## config.mk

```make
export PLATFORM = sky130hd
export DESIGN_NAME = alu_op_sequencer
export DESIGN_NICKNAME = d
export VERILOG_FILES = /design/src/rtl/alu_ctrl_defs.sv /design/src/rtl/mul_step_datapath.sv /design/src/rtl/alu_op_sequencer.sv
export SDC_FILE = /design/constraint.sdc
export NUM_CORES = 1
export LEC_CHECK = 0
export ABC_AREA = 1
export CORE_MARGIN = 5
export CORE_UTILIZATION = 66
export CTS_BUF_LIST = sky130_fd_sc_hd__clkbuf_4 sky130_fd_sc_hd__clkbuf_8
export DETAILED_ROUTE_END_ITERATION = 16
export DONT_BUFFER_PORTS = 1
export PLACE_DENSITY = 0.89
export SKIP_LAST_GASP = 1
export SLEW_MARGIN = 25
export SYNTH_ARGS = -nofsm -noshare
export SYNTH_HDL_FRONTEND = slang
export SYNTH_HIERARCHICAL = 1
export SYNTH_SLANG_ARGS = --single-unit
```

## constraint.sdc

```tcl
create_clock -name clk -period 2.3 [get_ports clk]
set_clock_uncertainty 0.1 [all_clocks]
set_input_delay 0.46 -clock clk [delete_from_list [all_inputs] [get_ports clk]]
set_output_delay 0.46 -clock clk [all_outputs]
set_load 0.03 [all_outputs]
```

## src/rtl/alu_ctrl_defs.sv

```systemverilog
// -----------------------------------------------------------------------------
// alu_ctrl_defs
// Shared definitions for the ALU command sequencer:
//   - command codes presented on in_cmd (0..5 legal, 6/7 illegal)
//   - ALU op encodings {Binvert, Sel1, Sel0} driven on alu_op
//   - sequencer FSM state encodings
//   - small decode helpers used by the sequencer
// No ports (package).
// -----------------------------------------------------------------------------
package alu_ctrl_defs;

   // Command codes
   localparam logic [2:0] CMD_AND  = 3'd0;
   localparam logic [2:0] CMD_OR   = 3'd1;
   localparam logic [2:0] CMD_ADD  = 3'd2;
   localparam logic [2:0] CMD_SUB  = 3'd3;
   localparam logic [2:0] CMD_SLT  = 3'd4;
   localparam logic [2:0] CMD_MULU = 3'd5;

   // ALU op codes {Binvert, Sel1, Sel0}
   localparam logic [2:0] OP_AND = 3'b000;
   localparam logic [2:0] OP_OR  = 3'b001;
   localparam logic [2:0] OP_ADD = 3'b010;
   localparam logic [2:0] OP_SUB = 3'b110;
   localparam logic [2:0] OP_SLT = 3'b111;

   // Sequencer states
   typedef enum logic [1:0] {
      S_IDLE = 2'd0,
      S_EXEC = 2'd1,
      S_MUL  = 2'd2,
      S_DONE = 2'd3
   } state_t;

   // ALU op for a single-cycle command; MULU and illegal codes map to AND,
   // which is also the quiet value driven outside EXEC.
   function automatic logic [2:0] cmd_to_op(input logic [2:0] cmd);
      logic [2:0] op;
      op = OP_AND;
      case (cmd)
         CMD_AND: op = OP_AND;
         CMD_OR:  op = OP_OR;
         CMD_ADD: op = OP_ADD;
         CMD_SUB: op = OP_SUB;
         CMD_SLT: op = OP_SLT;
         default: op = OP_AND;
      endcase
      return op;
   endfunction

   function automatic logic cmd_is_legal(input logic [2:0] cmd);
      return (cmd <= CMD_MULU);
   endfunction

   // Only ADD and SUB report signed overflow.
   function automatic logic cmd_has_ovf(input logic [2:0] cmd);
      return (cmd == CMD_ADD) || (cmd == CMD_SUB);
   endfunction

endpackage

```

## src/rtl/mul_step_datapath.sv

```systemverilog
// -----------------------------------------------------------------------------
// mul_step_datapath
// Shift-add unsigned multiplier state: HI/LO product registers and the
// iteration counter. The addition itself is done by the shared ALU; this block
// feeds HI to the ALU (the top routes it to alu_a) and merges the ALU sum and
// carry back into {HI,LO} with a one-bit right shift each step.
//
// Ports:
//   clk, rst_n   clock, synchronous active-low reset
//   start        load HI=0, LO=load_b, cnt=0 (command accept edge)
//   step         perform one iteration this cycle (FSM in MUL)
//   load_b       multiplier value loaded into LO on start
//   alu_r        ALU sum of HI + multiplicand
//   alu_cout     ALU carry out of that sum
//   hi           current HI register (ALU A operand during MUL)
//   hi_nxt       HI value after this cycle's iteration
//   lo_nxt       LO value after this cycle's iteration
//   done         high during the last iteration (cnt == WIDTH-1)
// -----------------------------------------------------------------------------
module mul_step_datapath #(
   parameter int WIDTH = 32,
   parameter int CNT_W = 6
) (
   input  logic             clk,
   input  logic             rst_n,
   input  logic             start,
   input  logic             step,
   input  logic [WIDTH-1:0] load_b,
   input  logic [WIDTH-1:0] alu_r,
   input  logic             alu_cout,
   output logic [WIDTH-1:0] hi,
   output logic [WIDTH-1:0] hi_nxt,
   output logic [WIDTH-1:0] lo_nxt,
   output logic             done
);

   logic [WIDTH-1:0] lo;
   logic [CNT_W-1:0] cnt;

   // One iteration: when the multiplier LSB is set the ALU sum (with its
   // carry as the new MSB) replaces HI before the shift; otherwise HI is
   // shifted as-is with a zero entering from the top.
   always_comb begin
      hi_nxt = {1'b0, hi[WIDTH-1:1]};
      lo_nxt = {hi[0], lo[WIDTH-1:1]};
      if (lo[0]) begin
         hi_nxt = {alu_cout, alu_r[WIDTH-1:1]};
         lo_nxt = {alu_r[0], lo[WIDTH-1:1]};
      end
   end

   assign done = step && (cnt == CNT_W'(WIDTH - 1));

   always_ff @(posedge clk) begin
      if (!rst_n) begin
         hi  <= '0;
         lo  <= '0;
         cnt <= '0;
      end else if (start) begin
         hi  <= '0;
         lo  <= load_b;
         cnt <= '0;
      end else if (step) begin
         hi  <= hi_nxt;
         lo  <= lo_nxt;
         cnt <= cnt + CNT_W'(1);
      end
   end

endmodule

```

## src/rtl/alu_op_sequencer.sv

```systemverilog
// -----------------------------------------------------------------------------
// alu_op_sequencer
// Command-level controller in front of a shared combinational ALU. Accepts one
// command at a time, drives ALU operands/op, and returns a result word pair.
//
// Handshakes: a transfer happens on a rising edge where valid and ready are
// both high. in_ready is high only in IDLE; in_valid outside IDLE is ignored.
// out_valid is high only in DONE, and all out_* values stay stable until the
// edge where out_ready is high.
//
// Ports:
//   clk, rst_n          clock, synchronous active-low reset
//   in_valid/in_ready   command handshake
//   in_cmd              0 AND, 1 OR, 2 ADD, 3 SUB, 4 SLT, 5 MULU, 6/7 illegal
//   in_a, in_b          operands (A = multiplicand, B = multiplier for MULU)
//   alu_a, alu_b, alu_op  ALU drive
//   alu_r, alu_cout, alu_v  ALU result, carry out, signed overflow
//   out_valid/out_ready result handshake
//   out_lo, out_hi      result / product low word, product high word
//   out_v               signed overflow (ADD/SUB only)
//   out_err             illegal command flag
//   busy                high whenever not IDLE
// -----------------------------------------------------------------------------
import alu_ctrl_defs::*;

module alu_op_sequencer #(
   parameter int WIDTH = 32,
   parameter int CNT_W = 6
) (
   input  logic             clk,
   input  logic             rst_n,
   input  logic             in_valid,
   output logic             in_ready,
   input  logic [2:0]       in_cmd,
   input  logic [WIDTH-1:0] in_a,
   input  logic [WIDTH-1:0] in_b,
   output logic [WIDTH-1:0] alu_a,
   output logic [WIDTH-1:0] alu_b,
   output logic [2:0]       alu_op,
   input  logic [WIDTH-1:0] alu_r,
   input  logic             alu_cout,
   input  logic             alu_v,
   output logic             out_valid,
   input  logic             out_ready,
   output logic [WIDTH-1:0] out_lo,
   output logic [WIDTH-1:0] out_hi,
   output logic             out_v,
   output logic             out_err,
   output logic             busy
);

   state_t           state_q, state_d;
   logic [2:0]       cmd_q;
   logic [WIDTH-1:0] a_q, b_q;

   logic             mul_start, mul_step, mul_done;
   logic [WIDTH-1:0] mul_hi, mul_hi_nxt, mul_lo_nxt;

   mul_step_datapath #(
      .WIDTH (WIDTH),
      .CNT_W (CNT_W)
   ) u_mul (
      .clk      (clk),
      .rst_n    (rst_n),
      .start    (mul_start),
      .step     (mul_step),
      .load_b   (in_b),
      .alu_r    (alu_r),
      .alu_cout (alu_cout),
      .hi       (mul_hi),
      .hi_nxt   (mul_hi_nxt),
      .lo_nxt   (mul_lo_nxt),
      .done     (mul_done)
   );

   // Next state and ALU drive
   always_comb begin
      state_d   = state_q;
      alu_a     = a_q;
      alu_b     = b_q;
      alu_op    = OP_AND;
      mul_start = 1'b0;
      mul_step  = 1'b0;
      case (state_q)
         S_IDLE: begin
            if (in_valid) begin
               if (in_cmd == CMD_MULU) begin
                  state_d   = S_MUL;
                  mul_start = 1'b1;
               end else if (cmd_is_legal(in_cmd)) begin
                  state_d = S_EXEC;
               end else begin
                  state_d = S_DONE;
               end
            end
         end
         S_EXEC: begin
            alu_op  = cmd_to_op(cmd_q);
            state_d = S_DONE;
         end
         S_MUL: begin
            // ALU computes HI + multiplicand for this iteration.
            alu_a    = mul_hi;
            alu_b    = a_q;
            alu_op   = OP_ADD;
            mul_step = 1'b1;
            if (mul_done) begin
               state_d = S_DONE;
            end
         end
         S_DONE: begin
            if (out_ready) begin
               state_d = S_IDLE;
            end
         end
         default: state_d = S_IDLE;
      endcase
   end

   assign in_ready  = (state_q == S_IDLE);
   assign busy      = (state_q != S_IDLE);
   assign out_valid = (state_q == S_DONE);

   // State, captured command and result registers
   always_ff @(posedge clk) begin
      if (!rst_n) begin
         state_q <= S_IDLE;
         cmd_q   <= '0;
         a_q     <= '0;
         b_q     <= '0;
         out_lo  <= '0;
         out_hi  <= '0;
         out_v   <= 1'b0;
         out_err <= 1'b0;
      end else begin
         state_q <= state_d;
         case (state_q)
            S_IDLE: begin
               if (in_valid) begin
                  cmd_q <= in_cmd;
                  a_q   <= in_a;
                  b_q   <= in_b;
                  // Illegal commands skip execution, so their result is
                  // finalised right at the accept edge.
                  if (!cmd_is_legal(in_cmd)) begin
                     out_lo  <= '0;
                     out_hi  <= '0;
                     out_v   <= 1'b0;
                     out_err <= 1'b1;
                  end
               end
            end
            S_EXEC: begin
               out_lo  <= alu_r;
               out_hi  <= '0;
               out_v   <= cmd_has_ovf(cmd_q) ? alu_v : 1'b0;
               out_err <= 1'b0;
            end
            S_MUL: begin
               // Load the post-iteration values so the final step lands in
               // the result registers on the same edge that enters DONE.
               if (mul_done) begin
                  out_lo  <= mul_lo_nxt;
                  out_hi  <= mul_hi_nxt;
                  out_v   <= 1'b0;
                  out_err <= 1'b0;
               end
            end
            default: ;
         endcase
      end
   end

endmodule

```

==> flow_metrics.py <==
metrics = {
    "synthesis": {
        "synth_cells": 1508,
        "yosysWarnings": 6,
        "synth_area_leaders": "dfxtp_1 41%, nand2_1 16%, o21ai_0 8.3%",
        "seq_area_frac_synth_pct": 40.7,
        "netlist_area_um2": 10100,
        "synth-seq-cells": 205,
        "syn-num-nets": 1619,
        "synth_cell_types": 31,
        "yosysTopAreaCellShare_pct": 40.7,
        "synth_area_per_cell_um2": 6.69,
        "synth_top_area_cell": "dfxtp_1",
    },
    "finish": {
        "final_common_cell": "nand2_1",
        "drive_above_1_share_pct": 16.8,
        "fin_cells": 1763,
        "nNetsFinal": 1660,
        "area_growth_pct": 20.2,
        "mostFrequentLayoutCells": "407 x nand2_1, 202 x dfxtp_1, 198 x nor2_1, 113 x o21ai_0, 110 x inv_1",
    },
    "placed_design": {
        "gp_congestion": 0.928,
        "hpwl_um": 21300,
        "port_buffers": 0,
        "dp_cells": 1652,
    },
    "route": {
        "post_drt_wl_per_cell_um": 21.0,
        "wirelength_um": 37100,
        "via_per_inst": 6.25,
        "drt-met1-wl_um": 12700,
        "highest_layer": "met5",
        "met2_wirelength_um": 16500,
        "dr_total_vias": 11010,
        "drt_iter0_markers": 1910,
        "dr_wl_met3_um": 5220,
        "dr.pass1.iters": 9,
        "drc_errors": 0,
        "ant_nets": 0,
    },
    "outcome": {
        "violations": "setup timing",
        "outcome": "complete, but fails checks",
    },
    "sta": {
        "drv_slew": 0,
        "fmax_ghz": 0.397,
        "period_minus_slack_ps": 2520,
        "whs_ps": 13.7,
        "setup_violations": 60,
        "rsz0062_at_grt": "yes",
        "tightest_slew_ps": 604,
        "fin_ws_ps": -216,
        "hold_viol": 0,
        "slew-limit-headroom_pct": 59.6,
        "post-route-period-util_pct": 109,
    },
    "worst_hold_path": {
        "holdPathEnd": "a_q[5]$_SDFFE_PN0P_",
        "hold_path_class": "primary input to register",
        "hold_depth": 2,
        "min_from": "in_a[5]",
    },
    "floorplan": {
        "die_w_um": 134,
        "io_pins": 241,
        "rows": 45,
        "start_util_pct": 66.8,
        "core_um2": 15100,
        "die_area_um2": 17900,
        "die_h_um": 134,
    },
    "job": {
        "drv_cap": 0,
    },
    "clock_tree": {
        "cts_max_path_buffers": 3,
        "cts_root_buf": "clkbuf_8",
        "cts_tree": "built",
        "h-tree-depth": 2,
        "cts_buffers": 35,
        "insertion_delay_ps": 540,
        "cts_sinks": 205,
        "path_clk_slew_ps": 70,
    },
    "power_and_ir_drop": {
        "clkPwrFrac_pct": 17.0,
        "switching_share_pct": 49.1,
        "combPwrFrac_pct": 49.8,
        "p_int_w": 0.0103,
        "p_per_area_nw_per_um2": 1670,
        "peakVddDrop_mv": 1.12,
        "p_seq_share_pct": 33.1,
        "leakagePower_nw": 5.37,
        "p_sw_w": 0.00992,
    },
    "worst_setup_path": {
        "rr_startpoint": "state_q[0]$_SDFFE_PN0P_",
        "worstPathArrival_ps": 1960,
        "worstSetupEndpointType": "output pin",
        "cpPeakStageDelay_ps": 340,
        "path_cells": "inv_2 -> ha_4 -> buf_16 -> inv_16 -> buf_16 -> nand2_1 -> o21ai_2 -> buf_6",
        "cp-start-kind": "register",
        "crit_type": "register to output pin",
        "crit_fanout": 8,
        "r2r-end": "u_mul/lo[5]$_SDFFE_PN0P_",
        "slowest_stage": "dfxtp_2",
        "rrSetupSlack_ps": 30,
        "crit_top_cell": "buf_16",
        "worst-r2r-cell-count": 10,
        "required_ps": 1740,
    },
    "grt": {
        "track_usage_pct": 36.0,
        "grt_overflow": 0,
        "antenna_found_initial": 2,
        "grt_start_max_net_pins": 116,
        "first_global_vias": 9697,
        "grt_first_pass_wirelength_um": 51300,
    },
}
==> how the worst max path moves through the flow <==
stage                            startpoint  slack, ps              endpoint
global route        state_q[0]$_SDFFE_PN0P_       -220              alu_b[4]
CTS                 state_q[0]$_SDFFE_PN0P_       -100             alu_op[1]
floorplan           state_q[0]$_SDFFE_PN0P_       -190             alu_b[11]
finish              state_q[0]$_SDFFE_PN0P_       -220              alu_b[4]
global placement    state_q[0]$_SDFFE_PN0P_        140             alu_b[22]
detailed placement  state_q[1]$_SDFFE_PN0P_         80  b_q[12]$_SDFFE_PN0P_
==> routing by layer <==
metal / GRT usage (%) / up-vias
met2: 54.6 / 1007
met3: 9.78 / 236
met1: 46.4 / 4930
met4: 20.2 / 2
li1: - / 4835
met5: 0 / -
==> registers in the layout, summed over array words and instances (netlist names) <==
signal and count:
out_err 1, cmd_q 3, u_mul/cnt 6, b_q 32, out_v 1, u_mul/lo 32, u_mul/hi 32, a_q 32
state_q 2, out_lo 32, out_hi 32
==> cells in the mapped netlist, drive strengths merged <==
master  count
nand2     424
clkinv      1
nor2      214
clkbuf     40
buf        98
a21oi      75
nand3       5
a21boi      1
dfxtp     205
o21bai     33
o21ai     227
inv       115
o22ai       1
nor3       63
ha          6
==> cell families after synthesis <==
logic type / after synthesis / synth area share (%)
adders and majority gates: 6 / 0.744
and+or+nand+nor: 706 / 27.9
AOI/OAI and AO/OA: 337 / 17.7
DFF: 205 / 40.7
buffers and inverters: 254 / 13.0
==> worst max-delay path: cells and delay by family, from the launching register on <==
family | cells | cell delay [ps]
adders and majority gates | 1 | 180
buffers and inverters | 5 | 620
DFF | 1 | 340
and+or+nand+nor | 1 | 140
AOI/OAI and AO/OA | 1 | 130
==> power by group through the flow <==
stage          registers, W  logic [W]  clock network (W)
6_report            0.00670     0.0101            0.00345
5_1_grt             0.00678     0.0108            0.00359
4_1_cts             0.00661    0.00863            0.00342
3_5_place_dp        0.00667    0.00786                  0
3_3_place_gp        0.00663    0.00767                  0
2_1_floorplan       0.00635    0.00633                  0
==> stage by stage <==
step           worst slack (ps)  power, W  util (%)  TNS [ps]  cell area (um2)
2_1_floorplan              -195    0.0127         -     -3890            10100
3_5_place_dp               84.2    0.0145      67.9         0            10200
5_1_grt                    -221    0.0212      80.4     -7620            12100
6_report                   -216    0.0202      80.4     -4810            12100
3_3_place_gp                142    0.0143      67.9         0            10200
4_1_cts                    -100    0.0187      76.9     -3150            11600
==> cell type report <==
class	instances	area [um2]
multi-input cells	1049	4980
flip-flops and latches	205	4110
fillers	964	2960
repair buffers	142	1610
clock buffers	58	704
inverters	116	465
well taps	188	235
clock inverters	4	26.3
diodes	1	2.50
==> repair_timing <==
action	in CTS	in global routing
pin swaps	1	4
endpoints found under the hold margin	117	0
setup buffers	7	2
hold buffers	26	0
endpoints found under the setup margin	67	126
cloned	5	8
gates resized for setup	73	85
No activity file was read; power rests on OpenSTA's default activity.
